### src/rtl/fleet_placement_ctrl.sv
// fleet_placement_ctrl: sequences both players' 11-ship fleets through the piece validator,
// retrying a ship on conflict or timeout and flagging completion after player 2.
module fleet_placement_ctrl #(
   parameter int SHIPS    = 11,
   parameter int TIMEOUT  = 64,
   parameter int ERR_HOLD = 16
) (
   input  logic       clk,
   input  logic       rst,
   input  logic       start,
   input  logic       confirm,
   input  logic [3:0] x_in,
   input  logic [3:0] y_in,
   input  logic       direcao_in,
   input  logic [2:0] orient_in,
   input  logic       val_ok,
   input  logic       val_conflito,
   output logic       val_enable,
   output logic [2:0] val_tipo,
   output logic [3:0] val_x,
   output logic [3:0] val_y,
   output logic       val_direcao,
   output logic [2:0] val_orient,
   output logic       jogador,
   output logic [3:0] ship_idx,
   output logic       busy,
   output logic       err_conflito,
   output logic       err_timeout,
   output logic       done
);
   localparam int CW = $clog2(TIMEOUT > ERR_HOLD ? TIMEOUT : ERR_HOLD) + 1;
   typedef enum logic [2:0] {IDLE, WAIT_IN, LAUNCH, WAIT_RES, ERROR, NEXT, DONE} state_t;
   state_t state_q, state_d;
   logic [CW-1:0] cnt_q, cnt_d, cnt_inc;
   logic       jog_q, jog_d, done_q, done_d, errc_q, errc_d, errt_q, errt_d;
   logic [3:0] idx_q, idx_d, vx_q, vx_d, vy_q, vy_d;
   logic       vd_q, vd_d;
   logic [2:0] vo_q, vo_d;
   always_ff @(posedge clk or posedge rst) begin
      if (rst) begin
         state_q <= IDLE;
         cnt_q   <= '0;
         jog_q   <= 1'b0;
         done_q  <= 1'b0;
         errc_q  <= 1'b0;
         errt_q  <= 1'b0;
         idx_q   <= '0;
         vx_q    <= '0;
         vy_q    <= '0;
         vd_q    <= 1'b0;
         vo_q    <= '0;
      end else begin
         state_q <= state_d;
         cnt_q   <= cnt_d;
         jog_q   <= jog_d;
         done_q  <= done_d;
         errc_q  <= errc_d;
         errt_q  <= errt_d;
         idx_q   <= idx_d;
         vx_q    <= vx_d;
         vy_q    <= vy_d;
         vd_q    <= vd_d;
         vo_q    <= vo_d;
      end
   end
   // One counter serves both the response timeout and the error hold; it saturates.
   assign cnt_inc = &cnt_q ? cnt_q : cnt_q + 1'b1;
   always_comb begin
      state_d = state_q;
      cnt_d   = cnt_q;
      jog_d   = jog_q;
      done_d  = done_q;
      errc_d  = errc_q;
      errt_d  = errt_q;
      idx_d   = idx_q;
      vx_d    = vx_q;
      vy_d    = vy_q;
      vd_d    = vd_q;
      vo_d    = vo_q;
      case (state_q)
         IDLE, DONE: if (start) begin
            state_d = WAIT_IN;
            jog_d   = 1'b0;
            idx_d   = '0;
            done_d  = 1'b0;
         end
         WAIT_IN: if (confirm) begin
            state_d = LAUNCH;
            vx_d    = x_in;
            vy_d    = y_in;
            vd_d    = direcao_in;
            vo_d    = orient_in;
         end
         LAUNCH: begin
            cnt_d   = '0;
            state_d = WAIT_RES;
         end
         WAIT_RES: begin
            cnt_d = cnt_inc;
            if (val_conflito) begin
               state_d = ERROR;
               errc_d  = 1'b1;
               cnt_d   = '0;
            end else if (val_ok) begin
               state_d = NEXT;
            end else if (cnt_q == CW'(TIMEOUT - 1)) begin
               state_d = ERROR;
               errt_d  = 1'b1;
               cnt_d   = '0;
            end
         end
         ERROR: if (cnt_q == CW'(ERR_HOLD - 1)) begin
            state_d = WAIT_IN;
            errc_d  = 1'b0;
            errt_d  = 1'b0;
         end else begin
            cnt_d = cnt_inc;
         end
         NEXT: if (idx_q < 4'(SHIPS - 1)) begin
            idx_d   = idx_q + 4'd1;
            state_d = WAIT_IN;
         end else if (!jog_q) begin
            jog_d   = 1'b1;
            idx_d   = '0;
            state_d = WAIT_IN;
         end else begin
            done_d  = 1'b1;
            state_d = DONE;
         end
         default: state_d = IDLE;
      endcase
   end
   // Request strobe is decoded from state so it falls the moment rst rises.
   assign val_enable   = (state_q == LAUNCH) || (state_q == WAIT_RES);
   assign busy         = val_enable;
   assign val_tipo     = idx_q == 4'd0 ? 3'd0 : idx_q <= 4'd2 ? 3'd1 : idx_q <= 4'd4 ? 3'd2 :
                         idx_q <= 4'd7 ? 3'd3 : 3'd4;
   assign val_x        = vx_q;
   assign val_y        = vy_q;
   assign val_direcao  = vd_q;
   assign val_orient   = vo_q;
   assign jogador      = jog_q;
   assign ship_idx     = idx_q;
   assign err_conflito = errc_q;
   assign err_timeout  = errt_q;
   assign done         = done_q;
endmodule

### config.mk
export PLATFORM = sky130hd
export DESIGN_NAME = fleet_placement_ctrl
export DESIGN_NICKNAME = d
export VERILOG_FILES = /design/src/rtl/fleet_placement_ctrl.sv
export SDC_FILE = /design/constraint.sdc
export NUM_CORES = 1
export LEC_CHECK = 0
export CORE_AREA = 2 2 62 64
export DETAILED_ROUTE_END_ITERATION = 10
export DIE_AREA = 0 0 64 66
export DONT_BUFFER_PORTS = 1
export PLACE_DENSITY = 0.69
export SYNTH_ARGS = -nofsm -noshare
export SYNTH_HDL_FRONTEND = slang
export SYNTH_SLANG_ARGS = --single-unit
### constraint.sdc
create_clock -name clk -period 3.9 [get_ports clk]
set_input_delay 0.78 -clock clk [delete_from_list [all_inputs] [get_ports clk]]
set_output_delay 0.78 -clock clk [all_outputs]
set_load 0.1 [all_outputs]
# ---- Yosys cells after proc, flatten, opt, wreduce, memory -nomap -nowiden
# Index checks and enable logic that the tools add are counted.
dict set report word_totals {
  inputBits 18
  register_bits 30
  elab_cells 89
}
dict set report classes {
  eq_ne 20
  n_addsub 2
  reduce_logical 16
  mux 36
  n_lt_le_gt_ge 4
}
# operator n
set op_table {}
lappend op_table {{2-to-1 mux 3 bit} 12}
lappend op_table {{2-to-1 mux 7 bit} 5}
lappend op_table {{one-hot mux 7 bit (3 select lines)} 1}
lappend op_table {{!= test 2 bit, second input constant} 10}
lappend op_table {{one-hot mux 3 bit (6 select lines)} 1}
lappend op_table {{2-to-1 mux 4 bit} 3}
lappend op_table {{== test 3 bit, second input constant} 3}
lappend op_table {{2-to-1 mux 1 bit} 9}
lappend op_table {{AND reduction 3 bit} 3}
lappend op_table {{less-or-equal comparator 4 x 3 -> 1 bit, second input constant} 2}
lappend op_table {{one-hot mux 1 bit (2 select lines)} 4}
lappend op_table {{one-hot mux 4 bit (2 select lines)} 1}
lappend op_table {{AND reduction 4 bit} 2}
lappend op_table {{adder 7 x 1 -> 7 bit, second input constant} 1}
lappend op_table {{== test 7 x 4 -> 1 bit, second input constant} 1}
lappend op_table {{== test 7 x 6 -> 1 bit, second input constant} 1}
lappend op_table {{AND reduction 7 bit} 1}
lappend op_table {{== test 3 x 2 -> 1 bit, second input constant} 2}
lappend op_table {{AND reduction 5 bit} 1}
lappend op_table {{adder 4 x 1 -> 4 bit, second input constant} 1}
lappend op_table {{less-or-equal comparator 4 x 2 -> 1 bit, second input constant} 1}
lappend op_table {{logical NOT 4 bit} 1}
lappend op_table {{< comparator 4 bit, second input constant} 1}
lappend op_table {{!= test 4 bit, second input constant} 1}
lappend op_table {{other kinds (8)} 10}

# ---- Depth between registers and ports, before layout
# Gate-level depths: netlist (run 1).
dict set report logic_depth {
  depth_word 6
  mapped_depth 6
  depth_no_buf 5
}

# ---- Worst setup path before layout (run 1)
# No wires, ideal clock.
dict set report synth_path {
  path_kind {reg2out}
  from {reg idx_q[1], in the netlist ship_idx[1]}
  to {out val_tipo[0]}
  required_time_ps 3120
  path_stages_with_launch 7
  arrival_ps 3955
  path_slack_ps -835
  path_buffers 1
  path_cell_list {dfrtp_1 clkbuf_1 inv_1 ha_1 a21oi_1 nor2_1 a311oi_1}
}
dict set report synth_between {
  elab_chain_len 5
}
# item line_no
set synth_lines {}
lappend synth_lines {{start: declaration} 36} ;# logic [3:0] idx_q, idx_d, vx_q, vx_d, vy_q, vy_d;
lappend synth_lines {{start signal: assignment} 59} ;# idx_q <= idx_d;
lappend synth_lines {{less-or-equal comparator 4 x 3 -> 1 bit} 137} ;# idx_q <= 4'd7 ? 3'd3 : 3'd4;
lappend synth_lines {{2-to-1 mux 3 bit} 137}
lappend synth_lines {{2-to-1 mux 3 bit (2 in series)} 136} ;# assign val_tipo = idx_q == 4'd0 ? 3'd0 : idx_q <= 4'd2 ? 3'd1 : idx_q <= 4'd4 ? 3'd2 :
lappend synth_lines {{2-to-1 mux 3 bit *} 136}
lappend synth_lines {{end: declaration} 19} ;# output logic [2:0] val_tipo,
# Every way passes the cells marked *; elsewhere a longest branch is shown, timed or not.

# ---- Worst setup path in the final report (run 1)
dict set report layout_path {
  from {reg idx_q[0], in the netlist ship_idx[0]}
  to {out val_tipo[0]}
}
# Same word-level chain as after synthesis.

==> flow_summary.json, run 1 <==
{
  "drc": 0,
  "syn_to_final_growth_pct": 8.81,
  "cp_data_arrival_time_ps": 2130,
  "clk_latency_ps": 340,
  "rsz0062_at_grt": "false",
  "num_rows": 22,
  "synth_cell_types": 47,
  "io_pins": 43,
  "hold_class": "in2async",
  "die_area_um2": 4220,
  "htree_num_levels": 2,
  "cap_violations": 0,
  "wl_um": 3440,
  "max-slew-margin-rel_pct": 27.5,
  "hold_slack_ps": 464,
  "grt_antenna_before_repair": 0,
  "crit_type": "reg2out",
  "cts_inserted_buffers": 5,
  "multiInputGateArea_um2": 837,
  "setup_viol": 0,
  "ys.flop_type": "dfrtp_1",
  "fin_crit_ps": 2910,
  "gr-total-overflow": 0,
  "final.setup_skew_ps": 8.18,
  "post_cts_resized": 0,
  "fp.dieW_um": 64,
  "cts_sinks": 30,
  "cts_root_buffer": "clkbuf_4",
  "detail_route.iter0.violations": 68,
  "postCtsHoldBufs": 0,
  "yosys_warnings": 0,
  "synthesis.area_um2": 1650,
  "critPathCaptureType": "output pin",
  "num_antenna_cells": 0,
  "ys_top_cells_by_area": "dfrtp_1, mux2_2, a21oi_1",
  "die_y_um": 66,
  "placed_area_um2": 1730,
  "initial_utilization_pct": 46.4,
  "ff_latch_area_um2": 752,
  "drtAntennaViolNets": 0,
  "slew_violations": 0,
  "grt_pass1_vias": 1223,
  "via_per_inst": 5.94,
  "place.gp.congestion": 0.867,
  "fmax_mhz": 344,
  "wl_per_cell_um": 16.1,
  "hpwl_um": 2600,
  "drive_above_1_share_pct": 22.9,
  "fin_setup_tns_ps": 0,
  "clockBufferDepth": 2,
  "num-fill-cells": 327,
  "finalInstanceArea_um2": 1790,
  "post_cts_buffers": 0,
  "clk_pin_slew_ps": 100,
  "nets": 186,
  "portBuffers": 0,
  "fin_crit_sh_pct": 74.6,
  "vias": 1271,
  "cp.required_ps": 3120,
  "finalHoldViolations": 0,
  "async_flop_share_pct": 100,
  "crit_fanout": 6,
  "syn-mean-instance-area_um2": 10.2,
  "cts_tree": "yes",
  "ys_seq_area_share_pct": 45.6,
  "synth-seq-cells": 30,
  "first_pass_iters": 4,
  "grt_start_max_net_pins": 22,
  "grtUsageTotal_pct": 18.5,
  "crit_path_start_kind": "register",
  "yosysTopAreaCell": "dfrtp_1",
  "syn_inst": 162,
  "core_area_um2": 3550,
  "synth_top_area_share_pct": 45.6,
  "grt_pass1_wl_um": 5910,
  "worst_pin_slew_ps": 1090,
  "status": "complete, no violations",
  "synth_fp_nets": 183,
  "synth_edf_count": 0
}
[state kept, by name, indices dropped and copies added (netlist names)]
register	count
done	1
jogador	1
ship_idx	4
val_x	4
val_orient	3
val_y	4
err_timeout	1
cnt_q	7
err_conflito	1
state_q	3
val_direcao	1
[final timing paths]
path | startpoint | to | slack, ps | cells after the start
min reg2reg | ship_idx[3] | ship_idx[3] | 580 | 1
max | ship_idx[0] | val_tipo[0] | 990 | 7
max reg2reg | state_q[2] | cnt_q[3] | 1130 | 5
min | rst | cnt_q[4] | 460 | 1
max in group asynchronous | rst | ship_idx[3] | 2780 | 2
min in group clk | ship_idx[3] | ship_idx[3] | 580 | 1
[routing by layer]
layer | GRT usage, % | up-vias | wire [um]
li1 | - | 606 | -
met1 | 21.5 | 633 | 1450
met4 | 7.34 | 0 | 55
met3 | 5.79 | 5 | 163
met2 | 31.8 | 27 | 1770
met5 | 0 | - | 0
[through the flow]
step / std cells / util, % / setup WS [ps]
after detailed placement: 206 / 48.7 / 1190
after floorplan: 162 / - / 115
after CTS: 214 / 50.5 / 967
after global routing: 214 / 50.5 / 838
final: 214 / 50.5 / 989
after global placement: 206 / 48.7 / 1280
[cell usage after synthesis, drive strengths merged (3+ instances only)]
library cell / number
nor3: 6
buf: 5
ha: 3
a31oi: 5
clkbuf: 6
nor2b: 3
dfrtp: 30
nor2: 10
nand2b: 4
a2bb2oi: 3
a21oi: 14
nand2: 6
nand3: 6
or3: 3
mux2: 13
inv: 6
o21ai: 8
[area by class of cell]
| cell class | count | area share (%) |
|---|---|---|
| multi-input cells | 114 | 46.7 |
| flip-flops and latches | 30 | 42.0 |
| well taps | 48 | 3.35 |
| repair buffers | 7 | 2.93 |
| clock buffers | 6 | 2.86 |
| inverters | 7 | 1.47 |
| clock inverters | 2 | 0.698 |
[cells in the final DEF, fill, tap and decap left out, drive strengths merged, types with 2 or more instances in the layout]
master   count
nand2b       4
o22ai        2
o31ai        2
nor2        10
nand2        6
nor2b        3
o21a         2
and3         2
o21ai        8
nor3b        2
a21oi       14
inv          7
nand3        6
mux2        13
clkbuf       6
a31oi        5
a2bb2oi      3
dfrtp       30
o21bai       2
or4          2
or3          3
nor3         6
ha           3
buf          7
[logic make-up after synthesis]
group	count (synthesis)	synth area share (%)
compound gates	48	19.8
fa+ha+maj	3	2.28
buf+inv	18	4.79
flops	30	45.6
mux	14	9.50
simple gates	49	18.1
[worst max-delay path: stages (launching register included)]
cell	delay, ps
dfrtp_1	340
buf_4	310
inv_1	170
ha_1	250
a21oi_1	110
nor2_1	70
a311oi_4	200
buf_4	330
Power of run 1 is left out: the tool's default activity adds up to more than one toggle a clock period on the data nets, which glitch-free logic cannot reach.
==> inputs of run 2 (changes only) <==
PLACE_DENSITY = 0.72   (was 0.69)
clock period = 2.5 ns   (was 3.9 ns; I/O delays follow)
==> run 2 against run 1 <==
Against the previous run:
- sequential share of layout area fell by 1.1 points
- global-route usage increased by 0.48 points
- critical path depth fell by 4
- flip-flop and latch count unchanged
- first-iteration DRC count rose by 28%
- clock skew decreased by 4.0 ps
- via count barely moved
- design area increased by 3.9%
- cell count grew 2.3%
- largest cell class unchanged
- highest routed layer unchanged
- register-to-register slack worse by 600 ps
- die area unchanged
==> flow_summary.json, run 2 (synthesis results as in run 1) <==
{
  "num_rows": 22,
  "post_cts_buffers": 0,
  "final_cell_mix": "dfrtp_1, mux2_2, a21oi_1",
  "vias": 1270,
  "fin_crit_ps": 2290,
  "detail_route.iter0.violations": 87,
  "r2r-start": "state_q[2]",
  "cts_sinks": 30,
  "cap_violations": 0,
  "portBuffers": 0,
  "rr_endpoint": "cnt_q[3]",
  "postCtsHoldBufs": 0,
  "cp.required_ps": 2000,
  "crit_type": "reg2out",
  "cts_root_buffer": "clkbuf_4",
  "grt_antenna_before_repair": 0,
  "status": "complete, no violations",
  "gr-total-overflow": 0,
  "drc": 0,
  "fp.dieW_um": 64,
  "core_area_um2": 3550,
  "clockBufferDepth": 2,
  "wl_per_cell_um": 15.9,
  "via_per_inst": 5.80,
  "drtAntennaViolNets": 0,
  "first_pass_iters": 4,
  "largest-register": "cnt_q",
  "final_util_pct": 52.4,
  "clk_latency_ps": 330,
  "post_cts_resized": 0,
  "rrSetupSlack_ps": 530,
  "grt_pass1_wl_um": 6070,
  "place.gp.congestion": 0.784,
  "critPathCaptureType": "output pin",
  "setup_viol": 0,
  "drive_above_1_share_pct": 28.7,
  "hold_class": "in2async",
  "wl_um": 3470,
  "initial_utilization_pct": 46.4,
  "nets": 191,
  "cts_tree": "yes",
  "syn_to_final_growth_pct": 13.1,
  "r2r_cells": 5,
  "grtUsageTotal_pct": 19.0,
  "fin_crit_sh_pct": 91.6,
  "crit_fanout": 12,
  "largest_reg_flops": 7,
  "final.setup_skew_ps": 4.21,
  "worst_pin_slew_ps": 924,
  "grt_pass1_vias": 1306,
  "cp_data_arrival_time_ps": 1790,
  "num_antenna_cells": 0,
  "max-slew-margin-rel_pct": 38.4,
  "fin_setup_tns_ps": 0,
  "cts_inserted_buffers": 5,
  "fmax_mhz": 437,
  "clk_pin_slew_ps": 90,
  "die_y_um": 66,
  "final_common_cell": "dfrtp_1",
  "htree_num_levels": 2,
  "crit_path_start_kind": "register",
  "io_pins": 43,
  "rsz0062_at_grt": "false",
  "die_area_um2": 4220,
  "finalHoldViolations": 0,
  "grt_start_max_net_pins": 24,
  "hpwl_um": 2560,
  "slew_violations": 0
}
-- run 2: cell types whose count changed in the layout (fill, tap and decap cells not counted), sizes merged --
cell / delta
clkinv: +1
clkinvlp: -1
buf: +5
-- run 2: stage by stage --
| step | setup WS [ps] | instance area, um2 | cells | hold slack, ps |
|---|---|---|---|---|
| global placement | 635 | 1810 | 211 | 558 |
| floorplan | -151 | 1710 | 162 | 535 |
| finish | 210 | 1860 | 219 | 222 |
| CTS | 207 | 1860 | 219 | 242 |
| detailed placement | 560 | 1810 | 211 | 573 |
| global route | 73.8 | 1860 | 219 | 280 |
-- run 2: worst max path at each step --
stage	startpoint	to	cells after the start
after floorplan	ship_idx[1]	val_tipo[0]	6
after global placement	ship_idx[0]	val_tipo[0]	6
after detailed placement	state_q[2]	cnt_q[3]	5
after global routing	state_q[1]	val_enable	3
after CTS	state_q[2]	val_enable	3
final	state_q[2]	val_enable	3
-- run 2: routing by layer --
metal	part of all wire, %	up-vias	GRT usage, %
li1	-	618	-
met2	52	31	32.7
met5	0	-	0
met4	1.1	0	8.15
met3	4.6	4	5.96
met1	42	617	21.7
-- run 2: cell type report --
type                    count  area, um2
clock buffers               6       41.3
repair buffers             12        103
flip-flops and latches     30        761
well taps                  48       60.1
clock inverters             2       10.0
multi-input cells         114        856
inverters                   7       31.3
fillers                   292       1690
-- run 2: critical path, cell delays in order (launching register included) --
cell and delay (ps):
dfrtp_1 510, nand2b_1 380, inv_2 230, buf_4 340
Power of run 2 is left out for the same reason.
